File: config.mk
export PLATFORM = sky130hd
export DESIGN_NAME = ascii_seq_ctrl
export DESIGN_NICKNAME = d
export VERILOG_FILES = /design/src/rtl/ascii_seq_pkg.sv /design/src/rtl/ascii_fifo.sv /design/src/rtl/ascii_seq_ctrl.sv
export SDC_FILE = /design/constraint.sdc
export NUM_CORES = 1
export LEC_CHECK = 0
export ABC_AREA = 1
export BUFFER_PORTS_ARGS = -buffer_cell sky130_fd_sc_hd__buf_2
export CAP_MARGIN = 20
export CORE_MARGIN = 2
export CORE_UTILIZATION = 50
export DETAILED_ROUTE_END_ITERATION = 8
export PLACE_DENSITY = 0.77
export SYNTH_ARGS = -nofsm -noshare
export SYNTH_HDL_FRONTEND = slang
export SYNTH_HIERARCHICAL = 1
export SYNTH_SLANG_ARGS = --single-unit
File: constraint.sdc
create_clock -name clk -period 2.3 [get_ports clk]
set_input_delay 0 -clock clk [delete_from_list [all_inputs] [get_ports clk]]
set_output_delay 0 -clock clk [all_outputs]
set_load 0.01 [all_outputs]
File: src/rtl/ascii_seq_pkg.sv
// ---------------------------------------------------------------------------
// ascii_seq_pkg
// Shared definitions for the ASCII sequencing controller:
//   CHAR_W   - width of an ASCII character code
//   PAT_W    - width of the decoder output pattern (Sa..Sk)
//   NUL_CODE - character that is consumed but never presented to the decoder
//   state_t  - sequencing FSM state encoding
// ---------------------------------------------------------------------------
package ascii_seq_pkg;

    localparam int CHAR_W = 7;
    localparam int PAT_W  = 11;
    localparam logic [CHAR_W-1:0] NUL_CODE = 7'h00;

    typedef enum logic [1:0] {
        ST_IDLE    = 2'd0,
        ST_LOAD    = 2'd1,
        ST_DWELL   = 2'd2,
        ST_CAPTURE = 2'd3
    } state_t;

    // True when a character is the NUL filler that must be skipped.
    function automatic logic is_nul(input logic [CHAR_W-1:0] c);
        return (c == NUL_CODE);
    endfunction

endpackage

File: src/rtl/ascii_fifo.sv
// ---------------------------------------------------------------------------
// ascii_fifo
// Character queue with extra-MSB pointers (full = MSBs differ, LSBs equal).
// Ports:
//   clk, rst_n  - clock, asynchronous active-low reset (empties the queue)
//   push, din   - write din at the tail when not full
//   pop         - drop the head when not empty
//   full, empty - occupancy flags
//   dout        - current head entry
// ---------------------------------------------------------------------------
module ascii_fifo #(
    parameter int DEPTH  = 4,
    parameter int CHAR_W = 7
) (
    input  logic              clk,
    input  logic              rst_n,
    input  logic              push,
    input  logic [CHAR_W-1:0] din,
    input  logic              pop,
    output logic              full,
    output logic              empty,
    output logic [CHAR_W-1:0] dout
);

    localparam int AW = $clog2(DEPTH);
    localparam logic [AW:0] PTR_ONE = {{AW{1'b0}}, 1'b1};

    logic [CHAR_W-1:0] mem_r [DEPTH];
    logic [AW:0]       wr_ptr_r;
    logic [AW:0]       rd_ptr_r;
    logic              do_push_s;
    logic              do_pop_s;

    // A full queue refuses writes even when a pop happens in the same cycle.
    assign do_push_s = push & ~full;
    assign do_pop_s  = pop & ~empty;
    assign full      = (wr_ptr_r[AW] != rd_ptr_r[AW]) &&
                       (wr_ptr_r[AW-1:0] == rd_ptr_r[AW-1:0]);
    assign empty     = (wr_ptr_r == rd_ptr_r);
    assign dout      = mem_r[rd_ptr_r[AW-1:0]];

    // Pointer update; pointers wrap naturally modulo 2*DEPTH.
    always_ff @(posedge clk or negedge rst_n) begin
        if (!rst_n) begin
            wr_ptr_r <= {(AW+1){1'b0}};
            rd_ptr_r <= {(AW+1){1'b0}};
        end else begin
            if (do_push_s) wr_ptr_r <= wr_ptr_r + PTR_ONE;
            if (do_pop_s)  rd_ptr_r <= rd_ptr_r + PTR_ONE;
        end
    end

    // Storage array; contents are don't-care while the queue is empty.
    always_ff @(posedge clk) begin
        if (do_push_s) mem_r[wr_ptr_r[AW-1:0]] <= din;
    end

endmodule

File: src/rtl/ascii_seq_ctrl.sv
// ---------------------------------------------------------------------------
// ascii_seq_ctrl
// Queues ASCII characters and presents them one at a time to an external
// truthtable decoder, waits a programmable settle time, then captures the
// decoder pattern.
// Ports:
//   clk, rst_n          - clock, asynchronous active-low reset
//   enable              - allows a new character to start
//   in_valid/in_ready   - producer handshake, in_char is the offered code
//   dwell               - settle cycles, sampled in LOAD
//   code                - registered code to decoder inputs A..G (A = MSB)
//   dec_pat             - decoder outputs Sa..Sk (Sa = MSB)
//   out_pat, out_valid  - captured pattern and its one-cycle strobe
//   busy                - FSM is not IDLE
// ---------------------------------------------------------------------------
module ascii_seq_ctrl
    import ascii_seq_pkg::*;
#(
    parameter int DEPTH   = 4,
    parameter int DWELL_W = 8
) (
    input  logic               clk,
    input  logic               rst_n,
    input  logic               enable,
    input  logic               in_valid,
    output logic               in_ready,
    input  logic [CHAR_W-1:0]  in_char,
    input  logic [DWELL_W-1:0] dwell,
    output logic [CHAR_W-1:0]  code,
    input  logic [PAT_W-1:0]   dec_pat,
    output logic [PAT_W-1:0]   out_pat,
    output logic               out_valid,
    output logic               busy
);

    localparam logic [DWELL_W-1:0] CNT_ONE  = {{(DWELL_W-1){1'b0}}, 1'b1};
    localparam logic [DWELL_W-1:0] CNT_ZERO = {DWELL_W{1'b0}};

    state_t             state_r;
    state_t             state_next_s;
    logic [DWELL_W-1:0] cnt_r;
    logic [DWELL_W-1:0] cnt_next_s;
    logic [CHAR_W-1:0]  code_r;
    logic [PAT_W-1:0]   out_pat_r;
    logic               out_valid_r;
    logic               ready_en_r;
    logic               fifo_full_s;
    logic               fifo_empty_s;
    logic [CHAR_W-1:0]  fifo_dout_s;
    logic               push_s;
    logic               pop_s;
    logic               code_load_s;
    logic               capture_s;
    logic               start_s;

    // ready_en_r keeps in_ready low through reset and the release edge.
    assign in_ready  = ready_en_r & ~fifo_full_s;
    assign push_s    = in_valid & in_ready;
    assign start_s   = enable & ~fifo_empty_s;
    assign code      = code_r;
    assign out_pat   = out_pat_r;
    assign out_valid = out_valid_r;
    assign busy      = (state_r != ST_IDLE);

    ascii_fifo #(
        .DEPTH  (DEPTH),
        .CHAR_W (CHAR_W)
    ) u_fifo (
        .clk   (clk),
        .rst_n (rst_n),
        .push  (push_s),
        .din   (in_char),
        .pop   (pop_s),
        .full  (fifo_full_s),
        .empty (fifo_empty_s),
        .dout  (fifo_dout_s)
    );

    // Next-state and control decode.
    always_comb begin
        state_next_s = state_r;
        cnt_next_s   = cnt_r;
        pop_s        = 1'b0;
        code_load_s  = 1'b0;
        capture_s    = 1'b0;
        case (state_r)
            ST_IDLE: begin
                if (start_s) begin
                    pop_s = 1'b1;
                    // A NUL head is consumed without touching code.
                    if (is_nul(fifo_dout_s)) begin
                        state_next_s = ST_IDLE;
                    end else begin
                        code_load_s  = 1'b1;
                        state_next_s = ST_LOAD;
                    end
                end else begin
                    state_next_s = ST_IDLE;
                end
            end
            ST_LOAD: begin
                cnt_next_s   = dwell;
                state_next_s = ST_DWELL;
            end
            ST_DWELL: begin
                if (cnt_r == CNT_ZERO) begin
                    state_next_s = ST_CAPTURE;
                end else begin
                    cnt_next_s = cnt_r - CNT_ONE;
                end
            end
            ST_CAPTURE: begin
                capture_s = 1'b1;
                if (start_s) begin
                    pop_s = 1'b1;
                    // A NUL head drops back to IDLE so code never shows it.
                    if (is_nul(fifo_dout_s)) begin
                        state_next_s = ST_IDLE;
                    end else begin
                        code_load_s  = 1'b1;
                        state_next_s = ST_LOAD;
                    end
                end else begin
                    state_next_s = ST_IDLE;
                end
            end
            default: begin
                state_next_s = ST_IDLE;
            end
        endcase
    end

    // State, dwell counter and output registers.
    always_ff @(posedge clk or negedge rst_n) begin
        if (!rst_n) begin
            state_r     <= ST_IDLE;
            cnt_r       <= CNT_ZERO;
            code_r      <= NUL_CODE;
            out_pat_r   <= {PAT_W{1'b0}};
            out_valid_r <= 1'b0;
            ready_en_r  <= 1'b0;
        end else begin
            state_r     <= state_next_s;
            cnt_r       <= cnt_next_s;
            ready_en_r  <= 1'b1;
            out_valid_r <= capture_s;
            if (code_load_s) code_r    <= fifo_dout_s;
            if (capture_s)   out_pat_r <= dec_pat;
        end
    end

endmodule
==> results.yml, run 1 <==
cells_and_area:
  multi_input_area_sq_mm: 0.00114
  n_antenna_cell: 0
  nets: 424
  syn_to_final_growth_pct: 26.4
  nFillCells: 473
  layout-drive-gt1-share_pct: 29.1
  final-seq-area_sq_mm: 0.00174
global_route:
  antenna_found_initial: 0
  grt.overflow.total: 0
  first_global_vias: 2113
  grt_max_degree: 37
  grt_pass1_wl_um: 9510
  grtUsageTotal_pct: 19.1
critical_path:
  slowest_stage: "dfrtp_1"
  crit_path_frequent_cell: "inv_1"
  path_max_fanout: 11
  cp.arrival_ns: 2.05
  path_cells: "xnor2_2 > nand3_2 > inv_1 > nor3b_2 > nand2_1 > inv_1 > nand2_1 > inv_1"
  crit_type: "flip-flop to flip-flop"
  rr_endpoint: "u_fifo/mem_r[3][2]"
  r2r_start: "u_fifo/rd_ptr_r[1]"
  critPathLaunchType: "flip-flop"
  end_kind: "flip-flop"
  crit_required_ns: 2.31
  crit_start: "u_fifo/rd_ptr_r[1]"
  max_stage_delay_ns: 0.51
  crit_end: "u_fifo/mem_r[3][2]"
  r2r_slack_ns: 0.26
  ff2ff_path_depth: 8
synth:
  ys_seq_area_share_pct: 57.4
  syn_area_sq_mm: 0.00303
  ys_seq_elements: 64
  synth_cells: 298
  syn_nets: 339
  synth_cell_type_count: 28
  yosys_warnings: 6
  postSynthAreaPerCell_sq_um: 10.2
cts:
  h-tree-depth: 3
  numCtsBuffers: 9
  clk_pin_slew_ns: 0.07
  cts_root_buf: "clkbuf_8"
  cts.path.max_buffers: 2
  clk_latency_ns: 0.33
  cts_num_sinks: 64
  cts_tree: "yes"
power_and_ir_drop:
  vdd_ir_drop_max_v: 0.000530
  leakagePower_nw: 1.81
  fin_total_pwr_w: 0.00499
  power.density_mw_per_mm2: 1300
timing:
  finalCritPeriodShare_pct: 88.5
  tns_ns: 0
  min_period_ns: 2.04
  tightest_slew_ns: 0.792
  clock_skew_ns: 0.0124
  hold_viol_final: 0
  setup_viol: 0
  rsz0062_at_grt: "false"
  fmax_ghz: 0.491
  max_slew_margin_pct: 47.2
  slew_violations: 0
die:
  core_sq_mm: 0.00589
  rows: 28
  start_util_pct: 51.5
  io_pins: 51
  die_area_sq_mm: 0.00671
  die_w_um: 81.9
  fp.dieH_um: 81.9
route:
  wl_per_cell_um: 12.9
  ant_nets: 0
  vias_per_cell: 4.97
  drc: 0
  route.vias.total: 2299
  drtIter0Drc: 128
  wirelength_um: 6000
  dr.pass1.iters: 4
min_path:
  hold_path_class: "input pin to flip-flop"
  holdCritStartpoint: "dwell[1]"
job:
  max_cap_violations: 0
place:
  portBuffers: 50
  hpwl_um: 4200
  gp_congestion: 0.804
status:
  status: "finished clean"
[per-stage QoR]
stage / utilization, % / instances / worst slack, ns / hold slack [ns] / cell area, sq um
final: 65.1 / 463 / 0.263 / 0.0175 / 3830
after global routing: 65.1 / 463 / 0.101 / 0.0262 / 3830
after CTS: 65.0 / 463 / 0.149 / 0.00919 / 3830
after detailed placement: 57.5 / 423 / 0.156 / 0.127 / 3380
after global placement: 57.5 / 423 / 0.251 / 0.129 / 3380
after floorplan: - / 298 / 0.263 / -0.296 / 3030
[worst min path at each step]
stage / to / cells past startpoint
floorplan: cnt_r[0] / 0
global placement: code[6] / 1
detailed placement: cnt_r[0] / 1
CTS: cnt_r[1] / 5
global route: cnt_r[1] / 5
finish: cnt_r[1] / 5
[cell usage in the layout (no fill, tap or decap)]
master and instances:
xnor2_2 1, a31oi_1 1, nand2_1 64, clkinv_4 1, nand3_1 20, bufinv_16 1, nor3b_2 1, or2_2 2
edfxtp_1 28, dlygate4sd3_1 24, dfrtp_1 36, inv_6 1, mux2_2 11, nand2_2 9, conb_1 1, inv_2 3
nor2_1 32, o21ai_4 1, nand4_1 1, buf_4 7, nor2_2 1, nor3b_4 1, clkinv_2 1, clkinvlp_4 2
xor2_1 1, o21ai_1 2, o21ai_2 4, o21ai_0 20, inv_1 27, ha_1 11, buf_2 50, clkbuf_8 10
nand3_2 5, nand2_4 1, o22ai_1 7
[where the power goes]
group | leakage (nW) | internal (W) | switching, W
combinational | 1.02 | 0.000882 | 0.00131
clock | 0.0989 | 0.000533 | 0.000437
sequential | 0.694 | 0.00157 | 0.000251
[final cells by class]
cell class,count,share of cell area [%]
clock buffers,10,3.59
well taps,75,2.45
flip-flops and latches,64,45.4
multi-input cells,197,29.6
inverters,30,2.94
repair buffers,81,14.2
clock inverters,6,1.76
[flip-flops by register name, indices dropped and copies added (netlist names)]
signal / count
out_valid: 1
state_r: 2
u_fifo/rd_ptr_r: 3
out_pat: 11
u_fifo/wr_ptr_r: 3
code: 7
ready_en_r: 1
cnt_r: 8
u_fifo/mem_r: 28
[synth_stat cells]
cell       n  area share [%]
buf_6      2            0.74
nor3b_4    1            0.62
xnor2_2    1            0.54
o21ai_2    4             1.2
nor2_2     1            0.21
a31oi_1    1            0.21
buf_2      5            0.82
nor2_1    32             4.0
nand4_1    1            0.21
conb_1     1            0.12
nand2_2    9             1.9
o21ai_4    1            0.54
o21ai_1    2            0.33
ha_1      11             4.5
nor3b_1    1            0.25
edfxtp_1  28              28
mux2_2    11             4.1
or2_2      2            0.41
xor2_1     1            0.29
inv_2      3            0.37
nand3_1   20             3.3
nand2_4    1            0.37
o21ai_0   20             3.3
dfrtp_1   36              30
nand2_1   64             7.9
nand3_2    5             1.7
o22ai_1    7             1.4
inv_1     27             3.3
[cells by family (layout without fill, tap and decap cells)]
logic type	after synthesis	count (layout)	share of synthesized area (%)
AO/OA/AOI/OAI	35	35	6.97
buffers and inverters	37	127	5.28
multiplexers	11	11	4.08
other	1	1	0.124
adder cells (fa/ha/maj)	11	11	4.54
flip-flops	64	64	57.4
XOR/XNOR	2	2	0.825
AND/OR/NAND/NOR	137	137	20.8
[metal layers]
layer / vias to the layer above / share of wire, % / global-route usage [%]
met4: 0 / 0.67 / 8.67
met3: 2 / 4.0 / 4.07
met5: - / 0 / 0
met2: 53 / 50 / 30.2
li1: 1155 / - / -
met1: 1089 / 45 / 25.2
[timing repair]
item / CTS / global route
hold endpoints to repair: 80 / 0
setup endpoints to repair: 0 / 14
gates resized for setup: 0 / 1
buffers inserted: 0 / 0
hold buffers: 24 / 0
[critical path: cells and delay by family (launching register included)]
family | cells | cell delay, ns
xor gates and xnor gates | 1 | 0.22
DFF | 1 | 0.51
and+or+nand+nor | 4 | 0.60
buffers and inverters | 3 | 0.39
No activity file was read; power rests on OpenSTA's default activity.
==> run 2: changes to the inputs <==
--- a/config.mk
+++ b/config.mk
@@ -5,9 +5,7 @@
 export SDC_FILE = /design/constraint.sdc
 export NUM_CORES = 1
 export LEC_CHECK = 0
-export ABC_AREA = 1
 export BUFFER_PORTS_ARGS = -buffer_cell sky130_fd_sc_hd__buf_2
-export CAP_MARGIN = 20
 export CORE_MARGIN = 2
 export CORE_UTILIZATION = 50
 export DETAILED_ROUTE_END_ITERATION = 8
==> results.yml, run 2 <==
place:
  portBuffers: 50
  dpl_worst_slack_ns: 0.124
  dp.cells: 341
  place_area_sq_mm: 0.00337
  hpwl_um: 3830
  gp_congestion: 0.779
die:
  fp.dieH_um: 81.3
  core_sq_mm: 0.00585
  start_util_pct: 51.1
  io_pins: 51
  die_w_um: 81.3
  die_area_sq_mm: 0.00661
  rows: 28
synth:
  ys_seq_elements: 64
  ys_seq_area_share_pct: 58.3
  synth_cells: 212
  synth_top_cell_by_area: "dfrtp_1"
  synth.most_common_cell: "dfrtp_1"
  synth-async-reset-ratio_pct: 56.3
  synth_cell_type_count: 47
  syn_area_sq_mm: 0.00299
  postSynthAreaPerCell_sq_um: 14.1
  ys_top_cells_by_area: "dfrtp_1 (30%), edfxtp_1 (28%), mux2_2 (6.4%)"
  syn_nets: 253
  synth_commonest_cells: "dfrtp_1 (36), edfxtp_1 (28), mux2_2 (17)"
  synth_top_area_share_pct: 30.1
  synth_flop_cell: "dfrtp_1"
  yosys_warnings: 6
  synth_edf_count: 28
job:
  max_cap_violations: 0
cells_and_area:
  final_cell_mix: "buf_2 (50), dfrtp_1 (36), edfxtp_1 (28)"
  final_cell_count_no_fill: 383
  postLayoutCellArea_sq_mm: 0.00385
  largest_register_ffs: 28
  layout_commonest_cell: "buf_2"
  final-seq-area_sq_mm: 0.00174
  n_antenna_cell: 0
  nets: 344
  multi_input_area_sq_mm: 0.00116
  nFillCells: 426
  layout-drive-gt1-share_pct: 34.4
  syn_to_final_growth_pct: 29.0
timing:
  clock_skew_ns: 0.00612
  hold_viol_final: 0
  finalCritPeriodShare_pct: 94.4
  max_slew_margin_pct: 46.6
  fin_ws_ns: 0.128
  rsz0062_at_grt: "false"
  tightest_slew_ns: 0.802
  tns_ns: 0
  fmax_ghz: 0.460
  slew_violations: 0
  setup_viol: 0
  min_period_ns: 2.17
global_route:
  grt_pass1_wl_um: 8850
  grt_max_degree: 37
  antenna_found_initial: 0
  grt.overflow.total: 0
  grtUsageTotal_pct: 18.2
  first_global_vias: 1983
cts:
  cts_num_sinks: 64
  clk_pin_slew_ns: 0.07
  cts.path.max_buffers: 2
  cts_tree: "yes"
  clk_latency_ns: 0.34
  cts_root_buf: "clkbuf_8"
  postCtsSetupRepairBufs: 0
  h-tree-depth: 3
  numCtsBuffers: 9
route:
  drc: 0
  route.vias.total: 1999
  wirelength_um: 5530
  vias_per_cell: 5.22
  dr.pass1.iters: 4
  wl_per_cell_um: 14.4
  drtIter0Drc: 77
  ant_nets: 0
power_and_ir_drop:
  vdd_ir_drop_max_v: 0.000734
  fin_total_pwr_w: 0.00491
  leakagePower_nw: 1.64
  power.density_mw_per_mm2: 1270
critical_path:
  crit_type: "flip-flop to flip-flop"
  cp.arrival_ns: 2.40
  critPathLaunchType: "flip-flop"
  crit_required_ns: 2.53
  path_max_fanout: 8
  end_kind: "flip-flop"
min_path:
  hold_path_class: "input pin to flip-flop"
status:
  status: "finished clean"
==> run 2: logic make-up after synthesis <==
| group | synth area share, % |
|---|---|
| other | 0.125 |
| muxes | 13.0 |
| buffers and inverters | 2.93 |
| xor gates and xnor gates | 2.80 |
| adders and majority gates | 4.60 |
| DFF | 58.3 |
| AOI/OAI and AO/OA | 8.29 |
| and+or+nand+nor | 10.0 |
==> run 2: power by group <==
| part | total, W | switching (W) | internal [W] |
|---|---|---|---|
| combinational | 0.00199 | 0.000994 | 0.000995 |
| sequential | 0.00185 | 0.000279 | 0.00157 |
| clock | 0.00107 | 0.000449 | 0.000620 |
==> run 2: layout make-up <==
cell class | count | area share [%]
repair buffers | 85 | 15.0
clock inverters | 7 | 2.63
well taps | 75 | 2.43
flip-flops and latches | 64 | 45.2
multi-input cells | 129 | 30.2
clock buffers | 9 | 3.21
inverters | 14 | 1.36
==> run 2: stage by stage <==
step                util (%)  hold WS, ns
floorplan                  -       -0.296
global placement        57.5        0.135
detailed placement      57.5        0.142
CTS                     65.8      0.00767
global route            65.9       0.0367
finish                  65.9       0.0272
==> run 2: final timing paths <==
kind	from	to	slack, ns	depth (start not counted)
min	dwell[1]	cnt_r[1]	0.03	3
min in group asynchronous	rst_n	cnt_r[4]	0.29	2
max in group asynchronous	rst_n	out_pat[9]	1.50	2
min reg2reg	out_pat[9]	out_pat[9]	0.50	1
max reg2reg	u_fifo/rd_ptr_r[0]	state_r[0]	0.13	5
max	u_fifo/rd_ptr_r[0]	state_r[0]	0.13	5
==> run 2: timing repair <==
item | CTS | global route
hold buffers | 26 | 0
endpoints found under the setup margin | 0 | 21
hold endpoints to repair | 82 | 0
resized for setup | 0 | 3
==> run 2: routing by layer <==
| layer | share of wire (%) | global-route usage [%] | vias to the layer above |
|---|---|---|---|
| met1 | 43 | 21.3 | 967 |
| met4 | 1.4 | 6.44 | 0 |
| met5 | 0 | 0 | - |
| met3 | 5.6 | 6.78 | 8 |
| met2 | 50 | 30.6 | 51 |
| li1 | - | - | 973 |
==> run 2: critical path, stage by stage (launching register included) <==
cell and delay (ns):
dfrtp_1 0.48, buf_4 0.21, mux4_2 0.51, nor4_1 0.35, a21boi_2 0.18, a211o_1 0.32
